===== src/rtl/qe_mac_param_if.sv =====
// Operand/result bus between the operand sequencer and the quadratic/MAC engine.
// The sequencer drives operands as master; the engine returns results as slave.
interface qe_mac_param_if #(
    parameter int unsigned DW = 8,
    parameter int unsigned RW = 16
);
    logic [DW-1:0] in_a;
    logic [DW-1:0] in_b;
    logic [DW-1:0] in_c;
    logic [DW-1:0] in_x;
    logic          mode;
    logic          valid_in;
    logic          last_input;
    logic          valid_out;
    logic [RW-1:0] result;
    logic          overflow;

    modport master (
        output in_a, in_b, in_c, in_x, mode, valid_in, last_input,
        input  valid_out, result, overflow
    );

    modport slave (
        input  in_a, in_b, in_c, in_x, mode, valid_in, last_input,
        output valid_out, result, overflow
    );
endinterface


===== src/rtl/qe_mac_param.sv =====
// Two-stage unsigned engine: mode 0 evaluates a*x^2 + b*x + c per beat, mode 1
// accumulates a*x over a packet closed by last_input. Optional saturation at RW bits.
module qe_mac_param #(
    parameter int unsigned DW  = 8,
    parameter int unsigned RW  = 16,
    parameter bit          SAT = 1'b0
) (
    input logic           clk,
    input logic           reset,
    qe_mac_param_if.slave bus
);
    localparam int unsigned FW = 3 * DW + 2;
    // Sum width must also hold acc + a*x when RW exceeds the full-precision width.
    localparam int unsigned SW = (RW + 1 > FW) ? RW + 1 : FW;

    typedef enum logic {StIdle, StAcc} state_e;

    logic [2*DW-1:0] a_w, b_w, x_w;
    logic [2*DW-1:0] xx_d, bx_d, ax_d;

    logic [2*DW-1:0] xx_q, bx_q, ax_q;
    logic [DW-1:0]   a_q, c_q;
    logic            mode_q, last_q, vld_q;

    state_e          state_q, state_d;
    logic [RW-1:0]   acc_q, acc_d;
    logic            sticky_q, sticky_d;
    logic [RW-1:0]   result_q, result_d;
    logic            overflow_q, overflow_d;
    logic            valid_out_q, valid_out_d;

    logic [SW-1:0]   quad_full, mac_full, full;
    logic [RW-1:0]   acc_base, val;
    logic            ovf_beat;

    assign a_w  = {{DW{1'b0}}, bus.in_a};
    assign b_w  = {{DW{1'b0}}, bus.in_b};
    assign x_w  = {{DW{1'b0}}, bus.in_x};
    assign xx_d = x_w * x_w;
    assign bx_d = b_w * x_w;
    assign ax_d = a_w * x_w;

    always_ff @(posedge clk or posedge reset) begin
        if (reset) begin
            xx_q   <= '0;
            bx_q   <= '0;
            ax_q   <= '0;
            a_q    <= '0;
            c_q    <= '0;
            mode_q <= 1'b0;
            last_q <= 1'b0;
            vld_q  <= 1'b0;
        end else begin
            vld_q <= bus.valid_in;
            if (bus.valid_in) begin
                xx_q   <= xx_d;
                bx_q   <= bx_d;
                ax_q   <= ax_d;
                a_q    <= bus.in_a;
                c_q    <= bus.in_c;
                mode_q <= bus.mode;
                last_q <= bus.last_input & bus.mode;
            end
        end
    end

    assign acc_base  = (state_q == StAcc) ? acc_q : '0;
    assign quad_full = SW'(a_q) * SW'(xx_q) + SW'(bx_q) + SW'(c_q);
    assign mac_full  = SW'(acc_base) + SW'(ax_q);
    assign full      = mode_q ? mac_full : quad_full;
    assign ovf_beat  = |full[SW-1:RW];
    assign val       = (SAT && ovf_beat) ? '1 : full[RW-1:0];

    always_comb begin
        state_d     = state_q;
        acc_d       = acc_q;
        sticky_d    = sticky_q;
        result_d    = result_q;
        overflow_d  = overflow_q;
        valid_out_d = 1'b0;
        if (vld_q) begin
            result_d = val;
            if (!mode_q) begin
                // A quadratic beat also aborts any open packet.
                overflow_d  = ovf_beat;
                valid_out_d = 1'b1;
                acc_d       = '0;
                sticky_d    = 1'b0;
                state_d     = StIdle;
            end else begin
                overflow_d = sticky_q | ovf_beat;
                if (last_q) begin
                    valid_out_d = 1'b1;
                    acc_d       = '0;
                    sticky_d    = 1'b0;
                    state_d     = StIdle;
                end else begin
                    acc_d    = val;
                    sticky_d = sticky_q | ovf_beat;
                    state_d  = StAcc;
                end
            end
        end
    end

    always_ff @(posedge clk or posedge reset) begin
        if (reset) begin
            state_q     <= StIdle;
            acc_q       <= '0;
            sticky_q    <= 1'b0;
            result_q    <= '0;
            overflow_q  <= 1'b0;
            valid_out_q <= 1'b0;
        end else begin
            state_q     <= state_d;
            acc_q       <= acc_d;
            sticky_q    <= sticky_d;
            result_q    <= result_d;
            overflow_q  <= overflow_d;
            valid_out_q <= valid_out_d;
        end
    end

    assign bus.result    = result_q;
    assign bus.overflow  = overflow_q;
    assign bus.valid_out = valid_out_q;
endmodule

===== src/flat_wrapper.sv =====
// flat-port wrapper written by rule: the top's interface ports become plain ports
module qe_mac_param_flat 
#(
    parameter int unsigned DW  = 8,
    parameter int unsigned RW  = 16,
    parameter bit          SAT = 1'b0
)
  (clk, reset, bus_in_a, bus_in_b, bus_in_c, bus_in_x, bus_mode, bus_valid_in, bus_last_input, bus_valid_out, bus_result, bus_overflow);
  qe_mac_param_if #(.DW(DW), .RW(RW)) bus_i ();
  input logic clk;
  input logic reset;
  input wire logic [$bits(bus_i.in_a)-1:0] bus_in_a;
  input wire logic [$bits(bus_i.in_b)-1:0] bus_in_b;
  input wire logic [$bits(bus_i.in_c)-1:0] bus_in_c;
  input wire logic [$bits(bus_i.in_x)-1:0] bus_in_x;
  input wire logic [$bits(bus_i.mode)-1:0] bus_mode;
  input wire logic [$bits(bus_i.valid_in)-1:0] bus_valid_in;
  input wire logic [$bits(bus_i.last_input)-1:0] bus_last_input;
  output wire logic [$bits(bus_i.valid_out)-1:0] bus_valid_out;
  output wire logic [$bits(bus_i.result)-1:0] bus_result;
  output wire logic [$bits(bus_i.overflow)-1:0] bus_overflow;
  assign bus_i.in_a = bus_in_a;
  assign bus_i.in_b = bus_in_b;
  assign bus_i.in_c = bus_in_c;
  assign bus_i.in_x = bus_in_x;
  assign bus_i.mode = bus_mode;
  assign bus_i.valid_in = bus_valid_in;
  assign bus_i.last_input = bus_last_input;
  assign bus_valid_out = bus_i.valid_out;
  assign bus_result = bus_i.result;
  assign bus_overflow = bus_i.overflow;
  qe_mac_param #(.DW(DW), .RW(RW), .SAT(SAT)) u_core (.clk(clk), .reset(reset), .bus(bus_i));
endmodule

===== config.mk =====
export PLATFORM = sky130hd
export DESIGN_NAME = qe_mac_param_flat
export DESIGN_NICKNAME = d
export VERILOG_FILES = /design/src/rtl/qe_mac_param_if.sv /design/src/rtl/qe_mac_param.sv /design/src/flat_wrapper.sv
export SDC_FILE = /design/constraint.sdc
export NUM_CORES = 1
export LEC_CHECK = 0
export BUFFER_PORTS_ARGS = -buffer_cell sky130_fd_sc_hd__buf_2
export CELL_PAD_IN_SITES_DETAIL_PLACEMENT = 0
export CELL_PAD_IN_SITES_GLOBAL_PLACEMENT = 1
export CORE_ASPECT_RATIO = 2
export CORE_MARGIN = 3
export CORE_UTILIZATION = 46
export DETAILED_ROUTE_END_ITERATION = 8
export PLACE_DENSITY_LB_ADDON = 0.1
export SKIP_LAST_GASP = 1
export SLEW_MARGIN = 20
export SYNTH_ARGS = -nofsm -noshare
export SYNTH_HDL_FRONTEND = slang
export SYNTH_SLANG_ARGS = --single-unit

===== constraint.sdc =====
create_clock -name clk -period 6.05 [get_ports clk]
set_input_delay 0.3025 -clock clk [delete_from_list [all_inputs] [get_ports clk]]
set_output_delay 0.3025 -clock clk [all_outputs]
set_load 0.03 [all_outputs]

==> results of run 1 <==
-- synth_stat cells (9+ instances only) --
cell	number	area, µm²
mux2_2	50	563
nor2b_1	13	81.3
fa_1	195	3900
nand3_1	15	75.1
o22ai_1	17	106
inv_1	280	1050
o21ai_0	56	280
xor2_1	16	140
and2_1	154	963
o21a_1	10	75.1
mux2i_1	9	90.1
nor2_1	80	300
nand2b_1	10	62.6
nor3_1	22	110
a21o_1	20	150
clkbuf_1	46	173
nand2_1	157	589
dfrtp_1	102	2550
xnor2_1	57	499
a21oi_1	58	290
ha_1	175	2190
-- worst max-delay path, delay by kind of cell, from the launching register on --
family                     cells  cell delay [ns]
adders and majority gates      5             2.56
DFF                            1             0.55
and+or+nand+nor                6             0.78
muxes                          1             0.08
buffers and inverters          2             0.26
AOI/OAI and AO/OA              4             1.32
-- cell families (layout without fill, tap and decap cells) --
group                    after synthesis  in the layout  synth area share
AND/OR/NAND/NOR                      486            486             0.163
multiplexers                          59             59            0.0429
AO/OA/AOI/OAI                        229            229            0.0974
other                                  2              4          0.000493
flip-flops                           102            102             0.168
adder cells (fa/ha/maj)              370            370             0.400
buffers and inverters                337            366            0.0848
XOR/XNOR                              75             75            0.0441
-- state kept, by name, indices dropped and copies added (netlist names) --
name                  flops
u_core.a_q                8
u_core.acc_q             16
u_core.ax_q              16
u_core.bus.overflow       1
u_core.bus.result        16
u_core.bus.valid_out      1
u_core.bx_q              16
u_core.c_q                8
u_core.last_q             1
u_core.mode_q             1
u_core.state_q            1
u_core.sticky_q           1
u_core.vld_q              1
u_core.xx_q              15
-- how the worst min path moves through the flow --
stage | endpoint | slack (ns) | depth (start not counted)
after CTS | u_core.c_q[2] | 0.14 | 2
after global placement | u_core.c_q[2] | 0.33 | 2
after global routing | u_core.c_q[3] | 0.16 | 2
final | u_core.c_q[7] | 0.17 | 2
after detailed placement | u_core.ax_q[0] | 0.34 | 2
after floorplan | u_core.vld_q | 0.33 | 0
-- through the flow --
| stage | setup WS [ns] | hold WS, ns | area [µm²] | instances |
|---|---|---|---|---|
| after floorplan | 0.410 | 0.334 | 15200 | 1662 |
| after global placement | 0.267 | 0.333 | 15900 | 2101 |
| after detailed placement | 0.196 | 0.337 | 15900 | 2101 |
| after CTS | 0.174 | 0.142 | 16300 | 2118 |
| after global routing | 0.00708 | 0.162 | 16300 | 2118 |
| final | 0.355 | 0.167 | 16300 | 2118 |
-- metal layers --
metal  wire length, µm  vias to the layer above  global-route usage
met1             14000                     5499               0.245
met3               528                       59              0.0178
li1                  -                     5377                   -
met5                 0                        -                   0
met2             19700                      136               0.406
met4               991                        0              0.0672
-- timing repair --
| item | in CTS | in global routing |
|---|---|---|
| hold buffers | 1 | 0 |
| setup endpoints to repair | 0 | 1 |
| endpoints found under the hold margin | 30 | 0 |
| resized for setup | 0 | 3 |
-- layout make-up --
cell class / instances / area, µm² / share of cell area
timing repair buffer: 70 / 393 / 0.0241
inverter: 280 / 1050 / 0.0647
clock inverter: 7 / 129 / 0.00791
multi-input combinational: 1223 / 11400 / 0.700
tap: 427 / 534 / 0.0328
sequential: 102 / 2550 / 0.157
clock buffer: 9 / 225 / 0.0138
==> results.md, run 1 <==
* Worst Max-Slew Pin Slew at 0.932 ns
* Min-delay src: bus_in_c[7]
* Max Slew Vio Count at 0
* Die area at roughly 35000 µm²
* Core Region at 32500 µm²
* Synth warn at 0
* Max Fanout on Critical Path at 9
* # setup viols final at 0
* Top cell by count, worst path: fa_1
* Largest net degree at the start of global routing at 73
* FF-to-FF End: u_core.bus.overflow
* Maximum clock path buffer count at 2
* Drt first pass iters at 6
* GRT Residual Overflow at 0
* Routed Wire Length at 35.2 mm
* CTS Buf Count at 9
* H-tree levels at 3
* CTS root buf: clkbuf_16
* Startpoint types: flop
* Seq/Total Area, Yosys at 0.168
* Gate Count Post-Synth at around 1700
* Gp weighted congestion at slightly above 0.9
* Peak Freq at about 180 MHz
* Worst Reg-to-Reg Cells at 18
* CTS tree: yes
* Initial DRC count at 354
* Tightest Hold Check Type: in -> reg
* Commonest cells after routing, fill and taps aside: inv_1 (279), fa_1 (195), ha_1 (175)
* Critical path's largest stage delay at about 0.55 ns
* Number of synthesized flops with an enable pin at 0
* Vias in the first global route at approximately 12000
* Flop-to-flop setup slack at 0.36 ns
* Critical Path RT at approximately 6.3 ns
* Average size of a mapped cell at 9.17 µm²
* All-layer global routing usage at 0.212
* Slew headroom at 0.379
* FP Rows at 93
* CP endpoint kind: flop
* Critical setup path kind: reg -> reg
* Post-CTS Repair Setup Buffers at 0
* Flops & latches, synth at ~100
* Area growth syn-to-layout at 6.95%
* Minimum clock period after layout at roughly 5.7 ns
* Routed len/inst at 16.6 µm
* Die X at approximately 130 µm
* Worst r2r src: u_core.a_q[7]
* Period utilization at 0.941
* Setup Skew at 0.00956 ns
* Main synth FF type: dfrtp_1
* Initial antenna violation count at 0
* Setup crit start: u_core.a_q[7]
* Worst EP arrival at just under 6 ns
* CP max stage cell: dfrtp_1
* Initial Util at 0.469
* Fin. Hold Viols at 0
* Cell Area, Synth at between 15000 and 20000 µm²
* Buffers added on ports at 54
* Routed via count at roughly 11000
* Clock sink count at approximately 100
* RSZ-0062 raised after global routing: false
* Final setup TNS at 0 ns
* First-pass GRT wire length at between 60 and 70 mm
* Status: completed
* CP endpoint: u_core.bus.overflow
* Nets at around 2100
* Clk slew on worst S/H paths at 0.08 ns
* Most common cell after layout, fill and taps aside: inv_1
* Die H at roughly 260 µm
* Hpwl dp at 29.3 mm
* Synth async-reset ratio at 1.00
* Layout cells sized above 1 at 0.0958
* Max_cap viols at 0
* Fill count at around 3100
* Clk_lat worst skew at 0.37 ns
* Total I/O pin count at 55
* Antenna viol nets, final at 0
* DRC Markers at 0
* Antenna Cells at 0
* Final Util at 0.502
* Worst-path cell chain: buf_4 > nand2_1 > fa_1 > fa_1 > fa_1 > fa_1 > inv_1 > ha_1 > nand2_1 > o21bai_1 > nor3_1 > a221oi_1 > nand3_1 > nor4_1 > o2111a_1 > mux2i_1 > o31ai_1 > nand2_1
* Vias per cell at 5.23
* Distinct cells, synth at 76
Power of run 1 is left out: the tool's default activity adds up to more than one toggle a clock period on the data nets, which glitch-free logic cannot reach.
==> run 2, diff against run 1 <==
CORE_UTILIZATION = 55   (was 46)
clock period = 6.9 ns   (was 6.05 ns; I/O delays follow)
==> run 2 against run 1 <==
  * Cell area shrank 1.6%
  * Register-to-register slack better by 0.58 ns
  * Wire length shrank 4.1%
  * Maximum frequency decreased by 4.6%
  * Non-clock buffer count fell by 12
  * Die area shrank 16%
  * Setup slack better by 0.58 ns
  * Critical path depth is 4 higher
  * Global-route usage rose by 3.2 points
  * Via count rose by 0.78%
  * First-iteration DRC count up 19%
==> results.md, run 2 (synthesis results as in run 1) <==
* Status: completed
* FP Rows at 85
* Max Fanout on Critical Path at 16
* CP max stage cell: dfrtp_1
* CP delay by family, top: adder cells
* Period utilization at 0.865
* Tightest Hold Check Type: in -> async
* CTS tree: yes
* Final setup TNS at 0 ns
* Routed Wire Length at between 30 and 40 mm
* Hold-fix buffers at CTS at 0
* Setup WS pre-CTS at 0.915 ns
* Worst Max-Slew Pin Slew at between 0.9 and 1 ns
* Antenna Cells at 0
* Max_cap viols at 0
* Vias per cell at 5.50
* Hpwl dp at around 28 mm
* Largest net degree at the start of global routing at between 80 and 90
* Minimum clock period after layout at a little under 6 ns
* All-layer global routing usage at 0.244
* Max Slew Vio Count at 0
* Commonest cells after routing, fill and taps aside: inv_1 (279), fa_1 (195), ha_1 (175)
* Initial Util at 0.562
* First-pass GRT wire length at about 57 mm
* Critical setup path kind: reg -> reg
* Slew headroom at 0.387
* Critical Path RT at around 7.2 ns
* H-tree levels at 3
* Nets at around 2100
* Maximum clock path buffer count at 2
* Setup Skew at around 0.011 ns
* Initial DRC count at around 420
* Worst EP arrival at just over 6 ns
* Post-CTS Repair Setup Buffers at 0
* Most common cell after layout, fill and taps aside: inv_1
* Antenna viol nets, final at 0
* Total I/O pin count at 55
* Die X at 124 µm
* Layout cells sized above 1 at 0.0870
* # setup viols final at 0
* Fin. Hold Viols at 0
* Die area at slightly below 30000 µm²
* DRC Markers at 0
* Post-CTS sizing at 0
* Clock sink count at about 100
* Initial antenna violation count at 0
* Die H at 241 µm
* Final worst setup slack at slightly above 0.9 ns
* RSZ-0062 raised after global routing: false
* Design area at around 16000 µm²
* Clk_lat worst skew at roughly 0.37 ns
* Critical path's largest stage delay at roughly 0.65 ns
* Buffers added on ports at 54
* Clk slew on worst S/H paths at roughly 0.070 ns
* Core Region at 27100 µm²
* Routed len/inst at roughly 17 µm
* CTS Buf Count at 9
* Worst-path cell chain: nand2_1 > fa_1 > inv_1 > fa_1 > ha_1 > inv_1 > fa_1 > inv_1 > fa_1 > a21o_1 > a21oi_1 > xnor2_1 > ha_1 > o21a_1 > nor2_1 > a211oi_1 > nand4_4 > or3_4 > nor4_4 > mux2i_1 > o31ai_1 > nand2_1
* Area growth syn-to-layout at 5.27%
* Crit path buf inv count at 3
* Top cell by count, worst path: fa_1
* CP endpoint kind: flop
* DP Area at ~16000 µm²
* Vias in the first global route at between 10000 and 15000
* CTS root buf: clkbuf_16
* Routed via count at 11200
* Peak Freq at roughly 170 MHz
* Min Hold Slack at 0.0439 ns
* Drt first pass iters at 5
* Startpoint types: flop
* Gp weighted congestion at about 0.87
* GRT Residual Overflow at 0
run 2: per-layer routing:
layer / share of wire / GRT usage
met1: 0.39 / 0.278
met2: 0.56 / 0.465
met3: 0.018 / 0.0180
met4: 0.032 / 0.0918
met5: 0 / 0
run 2: worst paths after layout:
kind	cells past startpoint	end	start	slack [ns]
worst max register to register	22	u_core.bus.overflow	u_core.a_q[1]	0.93
worst min register to register	1	u_core.bus.result[15]	u_core.bus.result[15]	0.51
min in group clk	2	u_core.c_q[3]	bus_in_c[3]	0.20
max in group asynchronous	3	u_core.bus.overflow	reset	5.72
worst min-delay path	2	u_core.ax_q[6]	reset	0.04
worst max-delay path	22	u_core.bus.overflow	u_core.a_q[1]	0.93
run 2: per-stage QoR:
| stage | utilization | instances |
|---|---|---|
| after floorplan | - | 1662 |
| final | 0.591 | 2027 |
| after detailed placement | 0.580 | 2011 |
| after CTS | 0.591 | 2027 |
| after global routing | 0.591 | 2027 |
| after global placement | 0.580 | 2011 |
run 2: layout make-up:
type / count / area (µm²)
clock buffers: 11 / 233
multi-input cells: 1223 / 11400
inverters: 280 / 1050
clock inverters: 5 / 65.1
well taps: 348 / 435
fillers: 2528 / 11100
repair buffers: 58 / 300
flip-flops and latches: 102 / 2550
Power of run 2 is left out for the same reason.
